File: src/rtl/uart_rx.sv
// -----------------------------------------------------------------------------
// uart_rx -- 8N1 UART receiver with mid-bit sampling.
//
// The serial line is synchronised into the clk domain, a 1->0 transition
// starts a frame, the start bit is re-checked at its middle, and the eight
// data bits and the stop bit are each sampled one bit time apart from there.
//
// Parameters
//   CLK_FRQ    clk frequency in Hz
//   BAUD_RATE  line bit rate in bit/s
//   BAUD_TIK   clk cycles per bit
//
// Ports
//   clk        system clock, rising-edge active
//   rst        asynchronous active-high reset
//   Rx         serial line, asynchronous to clk, idle high
//   rx_data    last correctly framed byte (LSB received first)
//   rx_valid   one-cycle pulse when rx_data is updated
//   rx_busy    high while a frame is being received
//   frame_err  one-cycle pulse when the stop bit samples low
// -----------------------------------------------------------------------------
module uart_rx #(
    parameter int CLK_FRQ   = 100000000,
    parameter int BAUD_RATE = 9600,
    parameter int BAUD_TIK  = CLK_FRQ / BAUD_RATE
) (
    input  logic       clk,
    input  logic       rst,
    input  logic       Rx,
    output logic [7:0] rx_data,
    output logic       rx_valid,
    output logic       rx_busy,
    output logic       frame_err
);

    localparam int HALF_TIK = BAUD_TIK / 2;

    // Terminal counts of the baud counter for half-bit and full-bit waits.
    localparam logic [15:0] HALF_LAST = 16'(HALF_TIK - 1);
    localparam logic [15:0] BAUD_LAST = 16'(BAUD_TIK - 1);

    typedef enum logic [1:0] {
        IDLE  = 2'd0,
        START = 2'd1,
        DATA  = 2'd2,
        STOP  = 2'd3
    } state_t;

    state_t      state_q, state_d;
    logic [1:0]  sync_q, sync_d;
    logic        prev_q, prev_d;
    logic [15:0] cnt_q, cnt_d;
    logic [2:0]  idx_q, idx_d;
    logic [7:0]  shift_q, shift_d;
    logic [7:0]  data_q, data_d;
    logic        valid_q, valid_d;
    logic        ferr_q, ferr_d;

    logic rx_s;
    logic start_edge;

    // Synchroniser flops reset to the idle level so that reset release does
    // not look like a start edge on an idle line.
    assign rx_s       = sync_q[1];
    assign start_edge = prev_q & ~rx_s;

    always_ff @(posedge clk or posedge rst) begin
        if (rst) begin
            state_q <= IDLE;
            sync_q  <= 2'b11;
            prev_q  <= 1'b1;
            cnt_q   <= 16'd0;
            idx_q   <= 3'd0;
            shift_q <= 8'd0;
            data_q  <= 8'd0;
            valid_q <= 1'b0;
            ferr_q  <= 1'b0;
        end else begin
            state_q <= state_d;
            sync_q  <= sync_d;
            prev_q  <= prev_d;
            cnt_q   <= cnt_d;
            idx_q   <= idx_d;
            shift_q <= shift_d;
            data_q  <= data_d;
            valid_q <= valid_d;
            ferr_q  <= ferr_d;
        end
    end

    always_comb begin
        sync_d  = {sync_q[0], Rx};
        prev_d  = rx_s;
        state_d = state_q;
        cnt_d   = cnt_q;
        idx_d   = idx_q;
        shift_d = shift_q;
        data_d  = data_q;
        valid_d = 1'b0;
        ferr_d  = 1'b0;

        case (state_q)
            IDLE: begin
                // Only a genuine 1->0 transition starts a frame, so a line
                // held low after a framing error (break) stays ignored.
                if (start_edge) begin
                    cnt_d   = 16'd0;
                    idx_d   = 3'd0;
                    state_d = START;
                end
            end

            START: begin
                if (cnt_q == HALF_LAST) begin
                    cnt_d = 16'd0;
                    // Line back high at mid-start-bit: treat as a glitch.
                    state_d = rx_s ? IDLE : DATA;
                end else begin
                    cnt_d = cnt_q + 16'd1;
                end
            end

            DATA: begin
                if (cnt_q == BAUD_LAST) begin
                    cnt_d   = 16'd0;
                    shift_d = {rx_s, shift_q[7:1]};
                    idx_d   = idx_q + 3'd1;
                    if (idx_q == 3'd7) begin
                        state_d = STOP;
                    end
                end else begin
                    cnt_d = cnt_q + 16'd1;
                end
            end

            STOP: begin
                // Returning to IDLE at mid-stop-bit leaves half a bit of
                // slack to catch a back-to-back start edge.
                if (cnt_q == BAUD_LAST) begin
                    cnt_d   = 16'd0;
                    state_d = IDLE;
                    if (rx_s) begin
                        data_d  = shift_q;
                        valid_d = 1'b1;
                    end else begin
                        ferr_d = 1'b1;
                    end
                end else begin
                    cnt_d = cnt_q + 16'd1;
                end
            end

            default: begin
                state_d = IDLE;
                cnt_d   = 16'd0;
                idx_d   = 3'd0;
            end
        endcase
    end

    assign rx_data   = data_q;
    assign rx_valid  = valid_q;
    assign frame_err = ferr_q;
    assign rx_busy   = (state_q != IDLE);

endmodule

File: config.mk
export PLATFORM = sky130hd
export DESIGN_NAME = uart_rx
export DESIGN_NICKNAME = d
export VERILOG_FILES = /design/src/rtl/uart_rx.sv
export SDC_FILE = /design/constraint.sdc
export NUM_CORES = 1
export LEC_CHECK = 0
export ABC_AREA = 1
export BUFFER_PORTS_ARGS = -buffer_cell sky130_fd_sc_hd__buf_4
export CELL_PAD_IN_SITES_DETAIL_PLACEMENT = 2
export CELL_PAD_IN_SITES_GLOBAL_PLACEMENT = 2
export CORE_MARGIN = 1.5
export CORE_UTILIZATION = 33
export DETAILED_ROUTE_END_ITERATION = 6
export GPL_TIMING_DRIVEN = 0
export HOLD_SLACK_MARGIN = 0.1
export PLACE_DENSITY = 0.79
export SLEW_MARGIN = 10
export SYNTH_ARGS = -nofsm -noshare
export SYNTH_HDL_FRONTEND = slang
export SYNTH_SLANG_ARGS = --single-unit
File: constraint.sdc
create_clock -name clk -period 1.5 [get_ports clk]
set_input_delay 0.075 -clock clk [delete_from_list [all_inputs] [get_ports clk]]
set_output_delay 0.075 -clock clk [all_outputs]
set_load 0.01 [all_outputs]
Yosys cells after proc, flatten, opt, wreduce, memory -nomap -nowiden
Cells that the tools add are included.
- register bits: 42
- latch bits: 0
- RAM bits: 0
- bits in read-only memories: 0
- input port bits: 3
- output and inout port bits: 11
- word-level logic and storage cells: 52
- memories kept: 0
- add/sub/neg operators: 2
- multiply operators: 0
- divide/modulo/power cells: 0
- $lt $le $gt $ge: 0
- equality and inequality tests: 11
- shifts and indexed selects: 0
- muxes and demuxes: 20
- bitwise gates (word level): 2
- reduce and logical (&&, ||, !) cells: 8
- operators by type and width (cell ; count):
    $mux 16 ; 3
    $pmux 16 s3 ; 1
    $add 16x1->16 const B ; 1
    $eq 16x13->1 const B ; 1
    $eq 16x14->1 const B ; 1
    $mux 2 ; 6
    $ne 2x2->1 const B ; 5
    $pmux 2 s4 ; 1
    $mux 1 ; 6
    $mux 3 ; 2
    $pmux 3 s2 ; 1
    $reduce_and 3->1 ; 2
    $reduce_and 5->1 ; 1
    $eq 2x2->1 const B ; 2
    $reduce_bool 2->1 ; 2
    $add 3x1->3 const B ; 1
    $eq 3x3->1 const B ; 1
    $eq 2x1->1 const B ; 1
    $logic_not 2->1 ; 1
    $reduce_and 2->1 ; 1
    $reduce_or 2->1 ; 1
    $and 1x1->1 ; 1
    $not 1->1 ; 1

Logic depth before layout (Yosys ltp)
Gate-level depths: netlist of run 1.
- depth in word-level cells: 4
- depth in mapped cells: 11
- mapped depth without buffers: 10

Worst setup path before layout of run 1
Ideal clock, no wire load.
- path kind: reg-to-reg
- start point: register cnt_q[0]
- end point: register shift_q[0]
- library setup time: 118 ps
- data arrival time: 1297 ps
- required time: 1382 ps
- path slack: 85 ps
- cell stages (with the launch flop): 8
- path buffers: 1
- clock period less this slack: 1415 ps
- cell sequence: dfrtp_1 > ha_1 > nand3_2 > nor2_1 > nand4_2 > buf_6 > nand2_1 > o21ai_2
- longest elaborated chain between the ends: 2
- RTL lines (element ; line ; text):
    start: declaration ; 52 ; logic [15:0] cnt_q, cnt_d;
    start signal: assignment ; 82 ; cnt_q <= cnt_d;
    $eq 16x14->1 ; 124 ; if (cnt_q == BAUD_LAST) begin
    $reduce_and 2->1 (no source line) ; -- ;
    end signal: assignment ; 84 ; shift_q <= shift_d;
    end: declaration ; 54 ; logic [7:0] shift_q, shift_d;
No other way between the ends.
A chain may end at the register's enable or synchronous reset.

Worst setup path in the final report of run 1
- start point: register cnt_q[13]
- end point: register cnt_q[0]
- longest elaborated chain between the ends: 3
- elaborated cells on any way between the ends: 5
- classes of those cells: 2 x eq/ne; 3 x mux
- RTL lines (element ; line ; text):
    $eq 16x14->1 / $eq 16x13->1 (equally long branches) ; 124, 139, 114 ;
    $mux 16, on equally long branches ; 124, 139, 114 ;
    $pmux 16 s3 * ; 102 ; case (state_q)
Every way passes the cells marked *; elsewhere a longest branch is shown, timed or not.

==> results.md, run 1 <==
- Pre-Repair DR Iteration Count: 4
- Clock transition at path regs: 90 ps
- Sw frac: 0.3822
- FMAX: 591.3 MHz
- Total gr overflow: 0
- Post-Syn Nets: 272
- Reg2reg end: cnt_q[0]
- Total number of vias: 2042
- Final Slew Violations: 0
- Tcrit/Tclk final: 1.127
- Sequential share of power: 0.376
- DPL Wire Length: 4091 µm
- Vias per inst: 5.223
- Flop-to-flop setup slack: -190 ps
- Final net count: 319
- Worst-Skew Late Latency: 310 ps
- Switching pwr: 0.001394 W
- Setup total negative slack: -2285 ps
- Final Hold Vio Count: 0
- Wire per inst: 21.27 µm
- Clock Power Share: 0.258
- Placer Congestion: 0.7430
- Reg-to-reg critical path startpoint: cnt_q[13]
- Dpl cell area: 0.002401 mm²
- Hold WC Path Type: in -> async
- Starting Density: 0.3425
- Register area share after synthesis: 0.4823
- Mean Syn Cell Area: 8.222 µm²
- Failing checks: negative setup slack
- Status: finished, violations left
- Static Leak: 1.418 nW
- Power Density: 1196 mW/mm²
- Global-route wire length before repair: 10730 µm
- Final WL: 8315 µm
- Synth area leader: dfrtp_1
- Area Growth Syn to Fin: 39.42%
- I/O Pins: 14
- Antenna violations before repair: 0
- Die width: 84.41 µm
- Worst-path maximum fanout: 8
- Worst setup EP type: flop
- Mapped Area: 0.002187 mm²
- Die height: 84.41 µm
- Int Pwr: 0.002253 W
- Most frequent cell after synthesis: nand2_1
- Arrival time of the worst setup path: 1870 ps
- # setup viols final: 28
- Area occupied by registers: 0.001062 mm²
- TritonCTS Buffers: 5
- Max-slew headroom: 0.7506
- Final instance area: 0.003049 mm²
- Worst Tran Pin Value: 371.2 ps
- Share of cells above drive strength 1: 0.4236
- Setup ws final: -191.2 ps
- Area of the multi-input gates: 0.001189 mm²
- Total GRT Usage: 0.1930
- Cells after synthesis: 266
- Vias in the first global route: 2105
- # rows: 29
- Main synth FF type: dfrtp_1
- IR Drop Worst-Case VDD: 0.0009478 V
- Synth top area cells: dfrtp_1 45%, nand2_1 14%, o21ai_2 6.0%
- Top post-synthesis cells by count: 82 x nand2_1, 39 x dfrtp_1, 34 x inv_1
- Largest net degree at the start of global routing: 35
- Final min period: 1691 ps
- Core Box Area: 0.006386 mm²
- DRT iter0 DRCs: 68
- TritonCTS clock tree: built
- MaxCap Viol Count: 0
- Logic pwr share: 0.366
- DIE AREA: 0.007125 mm²
- Clock Skew: 13.86 ps
- Clock root buffer: clkbuf_8
- RSZ-0062 raised after global routing: true
- Length in cells of the worst reg-to-reg path: 10
- FILL cells: 689
- Startpoint types: flop
- Final antenna-violating net count: 0
- YS warnings: 0
- Clk buf depth: 2
- Worst hold margin: 239.3 ps
- Port Buf Inserts: 13
- Setup CP Type: reg -> reg
- Post-synth top area share: 0.4462
- Yosys reg bits: 42
- DRC errors left: 0
- Worst EP required: 1680 ps
- Clk sinks: 42
- Synth unique cells: 29
- Share of flip-flops with an asynchronous set or reset: 1.000
- Post-synth EDFFs: 0
- Htree depth: 2
- ANT cells: 0
- Post-Place Setup Slack: -165.2 ps
## placed cells by master (no fill, tap or decap), types with 2 or more instances in the layout
master and instances:
nor3_1 5, ha_1 2, nor2_4 8, nand3_2 7, o21ai_0 3, o21ai_1 9, nand2_1 62, inv_2 4
buf_4 32, buf_8 2, nand3_4 3, nand3_1 7, dlygate4sd3_1 2, nor2_2 6, inv_1 30, nand2_4 6
xor2_1 6, nand4_1 7, dfstp_2 3, buf_6 4, dfrtp_2 6, clkbuf_16 3, buf_12 2, o21ai_2 16
nor2_1 10, nand2_2 17, dfrtp_1 33, clkbuf_8 5
## logic make-up after synthesis
logic type,share of synthesized area
AOI/OAI and AO/OA,0.09554
xor gates and xnor gates,0.02403
adders and majority gates,0.01716
buffers and inverters,0.08295
DFF,0.4823
and+or+nand+nor,0.2981
## area by class of cell
cell class,count,area share
plain buffers,6,0.02298
clock buffers,6,0.02380
clock inverters,2,0.01231
flip-flops and latches,42,0.3484
repair buffers,40,0.1264
well taps,77,0.03160
inverters,35,0.04473
multi-input cells,183,0.3898
## worst max path at each step
stage	start	end	slack [ps]	cells past startpoint
floorplan	cnt_q[0]	shift_q[0]	80	7
global placement	rst	idx_q[1]	-250	2
detailed placement	cnt_q[0]	cnt_q[4]	-170	11
CTS	cnt_q[1]	cnt_q[4]	-50	9
global route	cnt_q[0]	cnt_q[0]	-270	11
finish	cnt_q[13]	cnt_q[0]	-190	10
## per-layer routing
metal | routed length, µm | track usage | vias up
li1 | - | - | 932
met1 | 3380 | 0.2520 | 1066
met2 | 4606 | 0.3280 | 29
met3 | 164 | 0.03835 | 15
met4 | 164 | 0.05279 | 0
met5 | 0 | 0 | -
## worst max-delay path, stage by stage, from the launching register on
cell,delay (ps)
dfrtp_1,440
nand2_2,90
inv_1,130
nand2_1,100
nor2_2,150
nand2_4,100
nand2_4,120
nand2_8,90
buf_8,150
nand2_1,70
o21ai_1,110
## registers in the layout, indices dropped and copies added, names as in the netlist, 2 cells and up, named ones only
| name | count |
|---|---|
| sync_q | 2 |
| shift_q | 8 |
| cnt_q | 16 |
| idx_q | 3 |
| rx_data | 8 |
## metrics by stage
stage,power (W),utilization,cells
final,0.003647,0.4775,391
after global routing,0.003818,0.4775,391
after CTS,0.003235,0.4232,378
after detailed placement,0.002105,0.3760,357
after global placement,0.002064,0.3728,356
after floorplan,0.001870,-,266
## power by group through the flow
stage,Sequential (W),Clock (W),Combinational (W)
2_1_floorplan,0.00131,0,0.000558
6_report,0.00137,0.000941,0.00134
3_3_place_gp,0.00133,0,0.000731
3_5_place_dp,0.00134,0,0.000769
4_1_cts,0.00132,0.000944,0.000967
5_1_grt,0.00138,0.000998,0.00144
## timing repair
action                                  in CTS  in global routing
buffers inserted                            11                 10
cloned                                       0                  3
hold buffers                                 2                  0
endpoints found under the hold margin       40                  0
pin swaps                                    7                 16
endpoints found under the setup margin      34                 38
gates resized for setup                     23                 69
No activity file was read; power rests on OpenSTA's default activity.
==> run 2, diff against run 1 <==
- CORE_UTILIZATION: 33 -> 34
- CTS_BUF_LIST: default -> sky130_fd_sc_hd__clkbuf_4
- PLACE_DENSITY: 0.79 -> 0.81
==> results.md, run 2 (synthesis results as in run 1) <==
- Worst-Skew Late Latency: 380 ps
- GRT Max-Usage Layer: met2
- Final net count: 320
- TritonCTS clock tree: built
- Clock Skew: 27.19 ps
- Length in cells of the worst reg-to-reg path: 9
- Clock root buffer: clkbuf_4
- Max FFs per register: 16
- Clk sinks: 42
- Power Density: 1183 mW/mm²
- GRT met3 Usage: 0.03579
- Clock transition at path regs: 160 ps
- Total GRT Usage: 0.2144
- Antenna violations before repair: 0
- DPL Wire Length: 4314 µm
- Met1 GRT Util: 0.2635
- Final antenna-violating net count: 0
- Vias in the first global route: 2219
- Final min period: 1682 ps
- Hold WC Path Type: in -> async
- Share of cells above drive strength 1: 0.4159
- Switching pwr: 0.001412 W
- Max-slew headroom: 0.7733
- Total number of vias: 2044
- Logic pwr share: 0.388
- Htree depth: 2
- Largest reg by FF count: cnt_q
- MaxCap Viol Count: 0
- I/O Pins: 14
- Worst-path maximum fanout: 5
- # setup viols final: 32
- Total gr overflow: 0
- DIE AREA: 0.006923 mm²
- Top delay family on crit path: simple AND/OR/NAND/NOR gates
- Tcrit/Tclk final: 1.122
- Arrival time of the worst setup path: 1960 ps
- Startpoint types: flop
- Clock Power Share: 0.226
- Reg2reg end: cnt_q[10]
- Most frequent CP cell: nand2_1
- Pre-Repair DR Iteration Count: 4
- RSZ-0062 raised after global routing: true
- Sequential share of power: 0.386
- Max incr delay on CP: 450 ps
- Reg-to-reg critical path startpoint: cnt_q[0]
- Wire per inst: 21.29 µm
- Placer Congestion: 0.8327
- Status: finished, violations left
- Die width: 83.21 µm
- Final Hold Vio Count: 0
- Port Buf Inserts: 13
- Met2 usage: 0.3865
- Worst hold margin: 175.6 ps
- # rows: 29
- Setup ws final: -182.4 ps
- Failing checks: negative setup slack
- Dpl cells: 357
- Vias per inst: 5.214
- Most frequent cells in the layout: 65 x nand2_1, 35 x dfrtp_1, 34 x buf_4, 31 x inv_1, 17 x o21ai_2
- Buf+Inv Stages, Crit Path: 1
- Core Box Area: 0.006277 mm²
- Static Leak: 1.419 nW
- Clk buf depth: 2
- Commonest non-fill, non-tap cell in the layout: nand2_1
- Worst EP required: 1780 ps
- Final WL: 8346 µm
- Largest net degree at the start of global routing: 33
- Setup total negative slack: -2865 ps
- Area Growth Syn to Fin: 37.59%
- FMAX: 594.4 MHz
- Final Slew Violations: 0
- Worst Tran Pin Value: 337.5 ps
- Die height: 83.21 µm
- Flop-to-flop setup slack: -180 ps
- Starting Density: 0.3484
- Worst setup EP type: flop
- Fin cells: 392
- IR Drop Worst-Case VDD: 0.0005830 V
- Worst-path cell chain: ha_4 > nand2_4 > clkinv_4 > nand3_2 > nor2_2 > nand2_1 > nand2_1 > nand2_1 > o21ai_0
- DRC errors left: 0
- ANT cells: 0
- DRT iter0 DRCs: 108
- Slowest stage cell, crit path: dfrtp_1
- Int Pwr: 0.002148 W
- Sw frac: 0.3967
- TritonCTS Buffers: 5
- Global-route wire length before repair: 11700 µm
- Setup CP Type: reg -> reg
-- run 2: final cells by class --
class	count	area, µm²
sequential	42	1060
tap	77	96.34
timing repair buffer	41	370.4
clock inverter	2	37.54
clock buffer	6	45.04
fill	661	3268
buffer	6	68.82
multi-input combinational	183	1195
inverter	35	136.4
-- run 2: power groups by stage --
| stage | Clock, W | Combinational, W | Sequential, W |
|---|---|---|---|
| CTS | 0.000807 | 0.00119 | 0.00134 |
| floorplan | 0 | 0.000558 | 0.00131 |
| global placement | 0 | 0.000727 | 0.00133 |
| detailed placement | 0 | 0.000773 | 0.00134 |
| finish | 0.000804 | 0.00138 | 0.00137 |
| global route | 0.000862 | 0.00148 | 0.00138 |
-- run 2: metal layers --
layer / wire length, µm / up-vias / share of wire
met3: 205 / 16 / 0.025
met1: 3508 / 1055 / 0.42
li1: - / 938 / -
met4: 177 / 0 / 0.021
met5: 0 / - / 0
met2: 4455 / 35 / 0.53
-- run 2: worst min-delay path: stages --
cell           delay [ps]
dlygate4sd3_1         540
buf_4                 140
inv_2                 220
-- run 2: worst max-delay path by stage --
stage                     startpoint          to  slack (ps)  depth (start not counted)
after detailed placement    cnt_q[0]    cnt_q[4]        -230                         11
after floorplan             cnt_q[0]  shift_q[0]          80                          7
after global placement           rst   frame_err        -240                          2
after CTS                   cnt_q[0]    cnt_q[4]         -30                         11
final                       cnt_q[0]   cnt_q[10]        -180                          9
after global routing        cnt_q[3]   cnt_q[10]        -320                          8
-- run 2: through the flow --
stage,util,total power [W],setup slack [ps],instance area (µm²)
3_5_place_dp,0.3825,0.002112,-234.7,2401
4_1_cts,0.4421,0.003337,-27.80,2775
5_1_grt,0.4794,0.003722,-323.9,3009
2_1_floorplan,-,0.001870,84.79,2187
6_report,0.4794,0.003560,-182.4,3009
3_3_place_gp,0.3793,0.002057,-239.9,2381
-- run 2: repair_timing --
| action | CTS | global route |
|---|---|---|
| setup endpoints to repair | 35 | 37 |
| pin swaps | 12 | 12 |
| hold buffers | 2 | 0 |
| hold endpoints to repair | 40 | 0 |
| cloned | 1 | 1 |
| buffers inserted | 14 | 9 |
| gates resized for setup | 42 | 41 |
